## src/rtl/mult32_seq.sv

```systemverilog
// Iterative unsigned 32x32->64 shift-add multiplier built around a single add32.
// One partial-product step per clock; valid/ready on both sides, one operation in flight.

module add32 (
  input  logic [31:0] a,
  input  logic [31:0] b,
  input  logic        c_in,
  output logic [31:0] sum,
  output logic        c_out
);

  logic [31:0] g;
  logic [31:0] p;
  logic [31:0] c;
  logic [8:0]  gc;

  assign g     = a & b;
  assign p     = a ^ b;
  assign gc[0] = c_in;

  // 4-bit lookahead groups, rippled group-to-group
  for (genvar k = 0; k < 8; k++) begin : g_grp
    logic [3:0] gg;
    logic [3:0] pp;

    assign gg = g[4*k +: 4];
    assign pp = p[4*k +: 4];

    assign c[4*k]     = gc[k];
    assign c[4*k + 1] = gg[0] | (pp[0] & gc[k]);
    assign c[4*k + 2] = gg[1] | (pp[1] & gg[0]) | ((&pp[1:0]) & gc[k]);
    assign c[4*k + 3] = gg[2] | (pp[2] & gg[1]) | ((&pp[2:1]) & gg[0])
                      | ((&pp[2:0]) & gc[k]);
    assign gc[k + 1]  = gg[3] | (pp[3] & gg[2]) | ((&pp[3:2]) & gg[1])
                      | ((&pp[3:1]) & gg[0]) | ((&pp) & gc[k]);
  end

  assign sum   = p ^ c;
  assign c_out = gc[8];

endmodule

module mult32_seq #(
  parameter int WIDTH = 32
) (
  input  logic                 clk,
  input  logic                 rst_n,
  input  logic                 in_valid,
  output logic                 in_ready,
  input  logic [WIDTH-1:0]     a,
  input  logic [WIDTH-1:0]     b,
  output logic                 out_valid,
  input  logic                 out_ready,
  output logic [2*WIDTH-1:0]   product
);

  if (WIDTH != 32) begin : g_width_check
    $error("mult32_seq: WIDTH must be 32 because the adder is add32");
  end

  typedef enum logic [1:0] {
    IDLE,
    RUN,
    DONE
  } state_t;

  state_t             state;
  logic [WIDTH-1:0]   mcand;
  logic [2*WIDTH-1:0] acc;
  logic [4:0]         count;

  logic [WIDTH-1:0]   add_b;
  logic [WIDTH-1:0]   add_sum;
  logic               add_cout;
  logic [2*WIDTH-1:0] acc_nxt;

  assign add_b = acc[0] ? mcand : '0;

  add32 u_add32 (
    .a     (acc[2*WIDTH-1:WIDTH]),
    .b     (add_b),
    .c_in  (1'b0),
    .sum   (add_sum),
    .c_out (add_cout)
  );

  // The adder carry becomes the new MSB after the shift, so max*max stays exact.
  assign acc_nxt = {add_cout, add_sum, acc[WIDTH-1:1]};

  always_ff @(posedge clk or negedge rst_n) begin
    if (!rst_n) begin
      state     <= IDLE;
      in_ready  <= 1'b1;
      out_valid <= 1'b0;
      product   <= '0;
      mcand     <= '0;
      acc       <= '0;
      count     <= '0;
    end else begin
      case (state)
        IDLE: begin
          if (in_valid) begin
            mcand    <= a;
            acc      <= {{WIDTH{1'b0}}, b};
            count    <= '0;
            in_ready <= 1'b0;
            state    <= RUN;
          end
        end
        RUN: begin
          acc   <= acc_nxt;
          count <= count + 5'd1;
          if (count == 5'd31) begin
            product   <= acc_nxt;
            out_valid <= 1'b1;
            state     <= DONE;
          end
        end
        DONE: begin
          if (out_ready) begin
            out_valid <= 1'b0;
            in_ready  <= 1'b1;
            state     <= IDLE;
          end
        end
        default: begin
          out_valid <= 1'b0;
          in_ready  <= 1'b1;
          state     <= IDLE;
        end
      endcase
    end
  end

endmodule

```

## config.mk

```make
export PLATFORM = sky130hd
export DESIGN_NAME = mult32_seq
export DESIGN_NICKNAME = d
export VERILOG_FILES = /design/src/rtl/mult32_seq.sv
export SDC_FILE = /design/constraint.sdc
export NUM_CORES = 1
export LEC_CHECK = 0
export BUFFER_PORTS_ARGS = -buffer_cell sky130_fd_sc_hd__buf_2
export CORE_ASPECT_RATIO = 0.9
export CORE_MARGIN = 3
export CORE_UTILIZATION = 35
export CTS_CLUSTER_SIZE = 16
export DETAILED_ROUTE_END_ITERATION = 7
export GPL_ROUTABILITY_DRIVEN = 0
export PLACE_DENSITY = 0.63
export RECOVER_POWER = 25
export REMOVE_ABC_BUFFERS = 1
export SLEW_MARGIN = 5
export SYNTH_ARGS = -nofsm -noshare
export SYNTH_HDL_FRONTEND = slang
export SYNTH_SLANG_ARGS = --single-unit
```

## constraint.sdc

```tcl
create_clock -name clk -period 4.01 [get_ports clk]
set_clock_uncertainty 0.2 [all_clocks]
set_input_delay 0.6015 -clock clk [delete_from_list [all_inputs] [get_ports clk]]
set_output_delay 0.6015 -clock clk [all_outputs]
set_load 0.1 [all_outputs]
```

==> impl_metrics.yaml, run 1 <==
yosys:
  synth_top_area_share_pct: 51.76
  yosysSeqAreaShare_pct: 52.09
  synth_cell_types: 47
  async_flop_share_pct: 100.0
  synth_edf_count: 0
  synth_common_cells: "nand2_1, dfrtp_1, o21ai_0"
  ys_ff_latch: 169
  avgSynthCellArea_sq_um: 9.646
  synth_most_common_cell: "nand2_1"
  synth_ff_type: "dfrtp_1"
  synthCells: 842
  yosysTopAreaCell: "dfrtp_1"
  yosys-top-cells-area: "dfrtp_1, nand2_1, ha_1, mux2_2, o21ai_0"
  yosys_warnings: 0
  synth_area_sq_mm: 0.008122
floorplan:
  core_area_sq_mm: 0.02264
  start_util_pct: 35.87
  die-area_sq_mm: 0.02507
  core.rowCount: 52
  die_w_um: 166.6
  pin_count: 134
  die_y_um: 150.5
setup_path:
  worstPathCellList: "and2_1, ha_1, a21oi_1, o211ai_1, a21oi_1, o22a_1, nand2_1, a311o_2, fa_1, xnor2_1, o21ai_0"
  arrival_ps: 3690
  worst_path_max_delay_cell: "dfrtp_2"
  setup.worst_path.end_class: "register"
  cp-start-kind: "register"
  cp_max_fo: 21
  worstSetupPathType: "reg -> reg"
  cp_common_cell: "a21oi_1"
  cp_top_family: "compound AO/OA/AOI/OAI gates"
  cp_num_buf_inv: 0
  max_stage_delay_ps: 540
  critPathRequiredTime_ps: 4070
route:
  vias: 6185
  first_iter_violations: 297
  wirelength_um: 18680
  dr.pass1.iters: 4
  antenna_left: 0
  drc: 0
  wl_per_cell_um: 14.66
  vias_per_cell: 4.855
placement:
  numPortBuffers: 133
  place_ws_ps: 204.6
  place_hpwl_um: 12590
finish:
  syn2layout_area_growth_pct: 19.66
  drive_gt1_share_pct: 22.90
  nNetsFinal: 1071
run:
  cap_violations: 1
clock_network:
  clock-sinks: 169
  cts_made_buffers: 17
  tritoncts: "done"
  clk_latency_ps: 420
  clkSlewWorstSetupHoldPaths_ps: 60
  cts.root.buffer_cell: "clkbuf_16"
  cts_max_level: 4
  cts_buffer_depth: 2
grt:
  antenna_found_initial: 4
  grt.overflow.total: 0
  grt_usage_pct: 15.29
  grt_pass1_wl_um: 31200
  grt_max_degree: 87
  grt_pass1_vias: 6068
timing:
  setup-violations-final: 0
  final_hold_viol_count: 0
  fin_crit_ps: 3627
  period_share_pct: 90.44
  fmax_mhz: 275.7
  slew_headroom_pct: -3.786
  grt_setup_unrepaired: "false"
  final_max_slew_viol_count: 63
  hold_slack_ps: 165.1
  setup_tns_ps: 0
  setup_slack_ps: 383.2
  tightest_slew_ps: 1557
status:
  status: "finished, violations left"
  violations: "max-capacitance violations, max-slew violations"
worst_hold_path:
  hold_class: "in -> reg"
-- through the flow --
stage	util, %	cells	cell area, sq um
after floorplan	-	797	7953
after global routing	42.91	1273	9716
after detailed placement	40.24	1238	9111
final	42.92	1274	9718
after CTS	42.99	1271	9733
after global placement	40.24	1238	9111
-- worst paths after layout --
| path | from | end | depth (start not counted) | slack [ps] |
|---|---|---|---|---|
| worst min register to register | mcand[29]$_DFFE_PN0P_ | mcand[29]$_DFFE_PN0P_ | 2 | 270 |
| max in group asynchronous | rst_n | acc[32]$_DFFE_PN0P_ | 3 | 770 |
| min in group asynchronous | rst_n | count[3]$_DFFE_PN0P_ | 2 | 900 |
| worst min-delay path | a[3] | mcand[3]$_DFFE_PN0P_ | 3 | 170 |
| worst max-delay path | acc[0]$_DFFE_PN0P_ | acc[60]$_DFFE_PN0P_ | 11 | 380 |
| worst max register to register | acc[0]$_DFFE_PN0P_ | acc[60]$_DFFE_PN0P_ | 11 | 380 |
-- layer usage --
layer | global-route usage [%] | routed length, um | part of all wire, % | vias up
li1 | - | - | - | 3100
met3 | 4.384 | 876 | 4.7 | 18
met2 | 23.67 | 8286 | 44 | 118
met4 | 4.412 | 265 | 1.4 | 4
met5 | 0 | 21 | 0.11 | -
met1 | 21.10 | 9231 | 49 | 2945
-- registers in the layout, summed over array words and instances (netlist names) --
signal	flops
in_ready	1
product	64
acc	64
count	5
state	2
out_valid	1
mcand	32
-- cell usage in the layout, fill, tap and decap left out, types with 2 or more instances in the layout --
cell type,n
nand2_4,2
bufinv_16,2
a21oi_2,2
nor2b_1,3
o21a_1,4
nand4_1,4
inv_1,22
and4_1,3
a31oi_1,33
dfrtp_1,167
or2_2,3
xnor2_1,10
or3_1,2
nand2_1,219
a41oi_1,2
clkbuf_8,5
and3_1,2
o22a_1,3
buf_4,8
clkinv_4,3
fa_1,8
ha_1,34
and2_1,30
xor2_1,11
a21oi_1,18
mux2_2,33
o21ai_1,4
nor2_1,41
clkbuf_2,3
a211oi_1,2
o21ai_0,66
nor3_1,3
diode_2,3
nand3_1,37
clkbuf_16,17
buf_2,132
clkinvlp_4,3
o31ai_1,9
a21o_1,3
-- worst reg2reg max path, cell delays in order (launching register included) --
cell and delay, ps:
dfrtp_2 540, and2_1 200, ha_1 330, a21oi_1 280, o211ai_1 230, a21oi_1 240, o22a_1 230, nand2_1 110
a311o_2 410, fa_1 410, xnor2_1 200, o21ai_0 120
-- repair_timing --
item / CTS / global route
endpoints found under the hold margin: 59 / 0
buffers inserted: 0 / 0
setup endpoints to repair: 0 / 6
hold buffers: 1 / 0
resized for setup: 0 / 1
-- cells by family (layout without fill, tap and decap cells) --
logic type      count (synthesis)  in the layout  share of synthesized area [%]
other cells                     0              3                              0
flops                         169            169                          52.09
fa+ha+maj                      42             42                          7.210
simple gates                  352            352                          18.58
buf+inv                        67            199                          3.097
compound gates                157            157                          12.06
xor+xnor                       21             21                          2.265
mux                            34             34                          4.699
-- final cells by class --
cell class / instances / area (sq um)
multi-input combinational: 606 / 3660
inverter: 22 / 82.58
timing repair buffer: 145 / 753.2
clock inverter: 9 / 113.9
tap: 297 / 371.6
antenna: 3 / 7.507
fill: 2217 / 12920
sequential: 169 / 4232
clock buffer: 23 / 498.0
Power of run 1 is left out: the tool's default activity adds up to more than one toggle a clock period on the data nets, which glitch-free logic cannot reach.
==> run 2, diff against run 1 <==
--- a/config.mk
+++ b/config.mk
@@ -12,7 +12,6 @@
 export CTS_CLUSTER_SIZE = 16
 export DETAILED_ROUTE_END_ITERATION = 7
 export GPL_ROUTABILITY_DRIVEN = 0
-export PLACE_DENSITY = 0.63
 export RECOVER_POWER = 25
 export REMOVE_ABC_BUFFERS = 1
 export SLEW_MARGIN = 5
==> impl_metrics.yaml, run 2 (synthesis gave the netlist of run 1 again) <==
timing:
  final_hold_viol_count: 0
  grt_setup_unrepaired: "false"
  fmax_mhz: 276.3
  fin_crit_ps: 3620
  setup_slack_ps: 390.4
  setup-violations-final: 0
  period_share_pct: 90.26
  final_max_slew_viol_count: 80
  tightest_slew_ps: 2013
  slew_headroom_pct: -34.23
setup_path:
  worstPathCellList: "and2_1, ha_1, a41oi_1, o21ai_1, inv_1, a2bb2oi_2, o22a_1, nand2_1, a311o_2, fa_1, xnor2_1, o21ai_0"
  cp_num_buf_inv: 1
  r2r_cells: 12
  critPathRequiredTime_ps: 4070
  cp-start-kind: "register"
  cp_top_family: "compound AO/OA/AOI/OAI gates"
  r2r_end: "acc[60]$_DFFE_PN0P_"
  worstSetupPathType: "reg -> reg"
  setup.worst_path.end_class: "register"
  cp_max_fo: 18
  arrival_ps: 3680
  regToRegSetupSlack_ps: 390
  reg2reg_from: "acc[0]$_DFFE_PN0P_"
  max_stage_delay_ps: 520
  worst_path_max_delay_cell: "dfrtp_2"
placement:
  place_ws_ps: 187.4
  place_hpwl_um: 12800
  numPortBuffers: 133
  dp_cells: 1237
floorplan:
  core.rowCount: 52
  start_util_pct: 35.87
  pin_count: 134
  core_area_sq_mm: 0.02264
  die_w_um: 166.6
  die_y_um: 150.5
  die-area_sq_mm: 0.02507
worst_hold_path:
  min_delay_worst_endpoint: "mcand[0]$_DFFE_PN0P_"
  min-delay-start: "a[0]"
  hold_depth: 3
  hold_class: "in -> reg"
grt:
  grt_pass1_wl_um: 31930
  grt_pass1_vias: 6202
  antenna_found_initial: 2
  grt.overflow.total: 0
  grt_usage_pct: 15.64
  grt_max_degree: 103
finish:
  final_util_pct: 42.98
  drive_gt1_share_pct: 22.84
  final_cells: 1269
  diodes: 0
  final_common_cell: "nand2_1"
  nNetsFinal: 1069
  multiInputGateArea_sq_mm: 0.003666
  seqCellArea_sq_mm: 0.004232
  reg.largest.list: "acc (64), product (64), mcand (32)"
  num-fill-cells: 2315
  syn2layout_area_growth_pct: 19.81
  final_cell_mix: "nand2_1, dfrtp_1, buf_2"
clock_network:
  clk_latency_ps: 430
  clock-sinks: 169
  hold_buffers: 0
  cts_resized: 0
  cts.root.buffer_cell: "clkbuf_16"
  cts_buffer_depth: 2
  tritoncts: "done"
  postCtsSetupBuffers: 0
  cts_made_buffers: 17
  cts_max_level: 4
  clkSlewWorstSetupHoldPaths_ps: 70
route:
  antenna_left: 0
  wirelength_um: 19130
  dr.pass1.iters: 4
  wl_per_cell_um: 15.07
  drc: 0
  vias_per_cell: 4.872
  vias: 6183
  first_iter_violations: 277
run:
  cap_violations: 1
status:
  status: "finished, violations left"
  violations: "max-capacitance violations, max-slew violations"
==> run 2: worst max path at each step <==
stage	startpoint	to	slack, ps	depth (start not counted)
3_3_place_gp	acc[0]$_DFFE_PN0P_	product[59]$_DFFE_PN0P_	310	11
2_1_floorplan	in_valid	acc[58]$_DFFE_PN0P_	-1000	3
5_1_grt	acc[0]$_DFFE_PN0P_	acc[60]$_DFFE_PN0P_	60	12
6_report	acc[0]$_DFFE_PN0P_	acc[60]$_DFFE_PN0P_	390	12
4_1_cts	acc[0]$_DFFE_PN0P_	acc[60]$_DFFE_PN0P_	190	12
3_5_place_dp	acc[0]$_DFFE_PN0P_	acc[60]$_DFFE_PN0P_	190	12
==> run 2: layout make-up <==
type	count	area share [%]
Clock buffer	22	4.873
Multi-Input combinational cell	606	37.68
Clock inverter	10	1.453
Sequential cell	169	43.49
Inverter	22	0.8487
Tap cell	297	3.819
Timing Repair Buffer	143	7.844
==> run 2: worst register-to-register path: stages, from the launching register on <==
cell and delay (ps):
dfrtp_2 520, and2_1 190, ha_1 330, a41oi_1 210, o21ai_1 130, inv_1 140
a2bb2oi_2 280, o22a_1 240, nand2_1 90, a311o_2 410, fa_1 400, xnor2_1 190
o21ai_0 110
==> run 2: per-layer routing <==
layer	vias up	part of all wire, %	wire [um]	global-route usage [%]
met5	-	0.12	23	0
met4	4	1.1	213	3.959
met3	16	5.0	960	4.411
met2	105	46	8824	25.51
met1	2967	48	9107	20.79
li1	3091	-	-	-
==> run 2: through the flow <==
step           setup TNS (ps)  cell area (sq um)  hold slack (ps)
3_3_place_gp                0               9129            254.3
6_report                    0               9731            160.3
5_1_grt                     0               9731            158.9
4_1_cts                     0               9744            44.13
2_1_floorplan          -42370               7953            105.9
3_5_place_dp                0               9129            259.7
Power of run 2 is left out for the same reason.
==> run 3, diff against run 2 <==
==> constraint.sdc (replaced) <==
create_clock -name clk -period 4.3 [get_ports clk]
set_clock_uncertainty 0.2 [all_clocks]
set_input_delay 0.645 -clock clk [delete_from_list [all_inputs] [get_ports clk]]
set_output_delay 0.645 -clock clk [all_outputs]
set_load 0.1 [all_outputs]
==> impl_metrics.yaml, run 3 (synthesis gave the netlist of run 1 again) <==
setup_path:
  reg2reg_from: "acc[0]$_DFFE_PN0P_"
  worstSetupPathType: "reg -> reg"
  regToRegSetupSlack_ps: 510
  r2r_end: "acc[60]$_DFFE_PN0P_"
  cp_max_fo: 23
  r2r_cells: 11
  critPathRequiredTime_ps: 4360
  setup.worst_path.end_class: "register"
  cp-start-kind: "register"
  arrival_ps: 3850
finish:
  final_cell_mix: "nand2_1, dfrtp_1, buf_2"
  final_common_cell: "nand2_1"
  fin_area_sq_mm: 0.009729
  diodes: 0
  syn2layout_area_growth_pct: 19.80
  reg.largest.list: "acc (64), product (64), mcand (32)"
  nNetsFinal: 1072
  final_util_pct: 42.97
  drive_gt1_share_pct: 22.87
route:
  vias: 6173
  vias_per_cell: 4.853
  drc: 0
  dr.pass1.iters: 5
  wirelength_um: 19020
  antenna_left: 0
  wl_per_cell_um: 14.95
  first_iter_violations: 376
timing:
  final_hold_viol_count: 0
  period_share_pct: 88.05
  setup_slack_ps: 513.8
  slew_headroom_pct: -59.51
  hold_slack_ps: 207.7
  setup-violations-final: 0
  grt_setup_unrepaired: "false"
  tightest_slew_ps: 2393
  fmax_mhz: 264.1
  fin_crit_ps: 3786
  final_max_slew_viol_count: 96
status:
  violations: "max-capacitance violations, max-slew violations"
  status: "finished, violations left"
clock_network:
  hold_buffers: 0
  cts.root.buffer_cell: "clkbuf_16"
  clk_latency_ps: 420
  cts_buffer_depth: 2
  tritoncts: "done"
  postCtsSetupBuffers: 0
  clkSlewWorstSetupHoldPaths_ps: 70
  cts_made_buffers: 17
  cts_resized: 0
  clock-sinks: 169
  cts_max_level: 4
grt:
  grt_max_degree: 96
  antenna_found_initial: 1
  grt_pass1_vias: 6273
  grt_pass1_wl_um: 32330
  grt_usage_pct: 15.74
  grt.overflow.total: 0
worst_hold_path:
  min-delay-start: "a[14]"
  hold_class: "in -> reg"
  min_delay_worst_endpoint: "mcand[14]$_DFFE_PN0P_"
  hold_depth: 3
floorplan:
  core.rowCount: 52
  die_w_um: 166.6
  die-area_sq_mm: 0.02507
  core_area_sq_mm: 0.02264
  pin_count: 134
  die_y_um: 150.5
  start_util_pct: 35.87
placement:
  place_hpwl_um: 12970
  post_dp_cell_area_sq_mm: 0.009126
  place_ws_ps: 443.0
  numPortBuffers: 133
run:
  cap_violations: 1
## run 3: cell type report
cell class | count | area (sq um)
clock buffer | 19 | 452.9
clock inverter | 13 | 163.9
fill | 2279 | 12910
inverter | 22 | 82.58
multi-input combinational | 606 | 3660
sequential | 169 | 4230
tap | 297 | 371.6
timing repair buffer | 146 | 768.2
## run 3: worst max-delay path, stage by stage (launching register included)
cell and delay [ps]:
dfrtp_1 770, and2_1 230, ha_1 280, a21oi_1 250, o211ai_1 220, a21oi_1 220, o22a_1 230, nand2_1 90
a311o_2 410, fa_1 400, xnor2_1 210, o21ai_0 120
## run 3: per-layer routing
metal  global-route usage [%]  routed length (um)  vias to the layer above
li1                         -                   -                     3099
met1                    21.36                9170                     2964
met2                    25.61                8758                       95
met3                    4.726                 935                       13
met4                    2.598                 148                        2
met5                        0                   7                        -
## run 3: per-stage QoR
stage / TNS, ps / std cells
floorplan: -25610 / 797
finish: 0 / 1272
global route: 0 / 1272
global placement: 0 / 1240
CTS: 0 / 1272
detailed placement: 0 / 1240
## run 3: how the worst max path moves through the flow
stage               depth (start not counted)                       to          startpoint
detailed placement                         11      acc[55]$_DFFE_PN0P_  acc[0]$_DFFE_PN0P_
CTS                                        11      acc[55]$_DFFE_PN0P_  acc[0]$_DFFE_PN0P_
floorplan                                   3      acc[58]$_DFFE_PN0P_            in_valid
global route                               12  product[55]$_DFFE_PN0P_  acc[0]$_DFFE_PN0P_
global placement                           11  product[59]$_DFFE_PN0P_  acc[0]$_DFFE_PN0P_
finish                                     11      acc[60]$_DFFE_PN0P_  acc[0]$_DFFE_PN0P_
Power of run 3 is left out for the same reason.
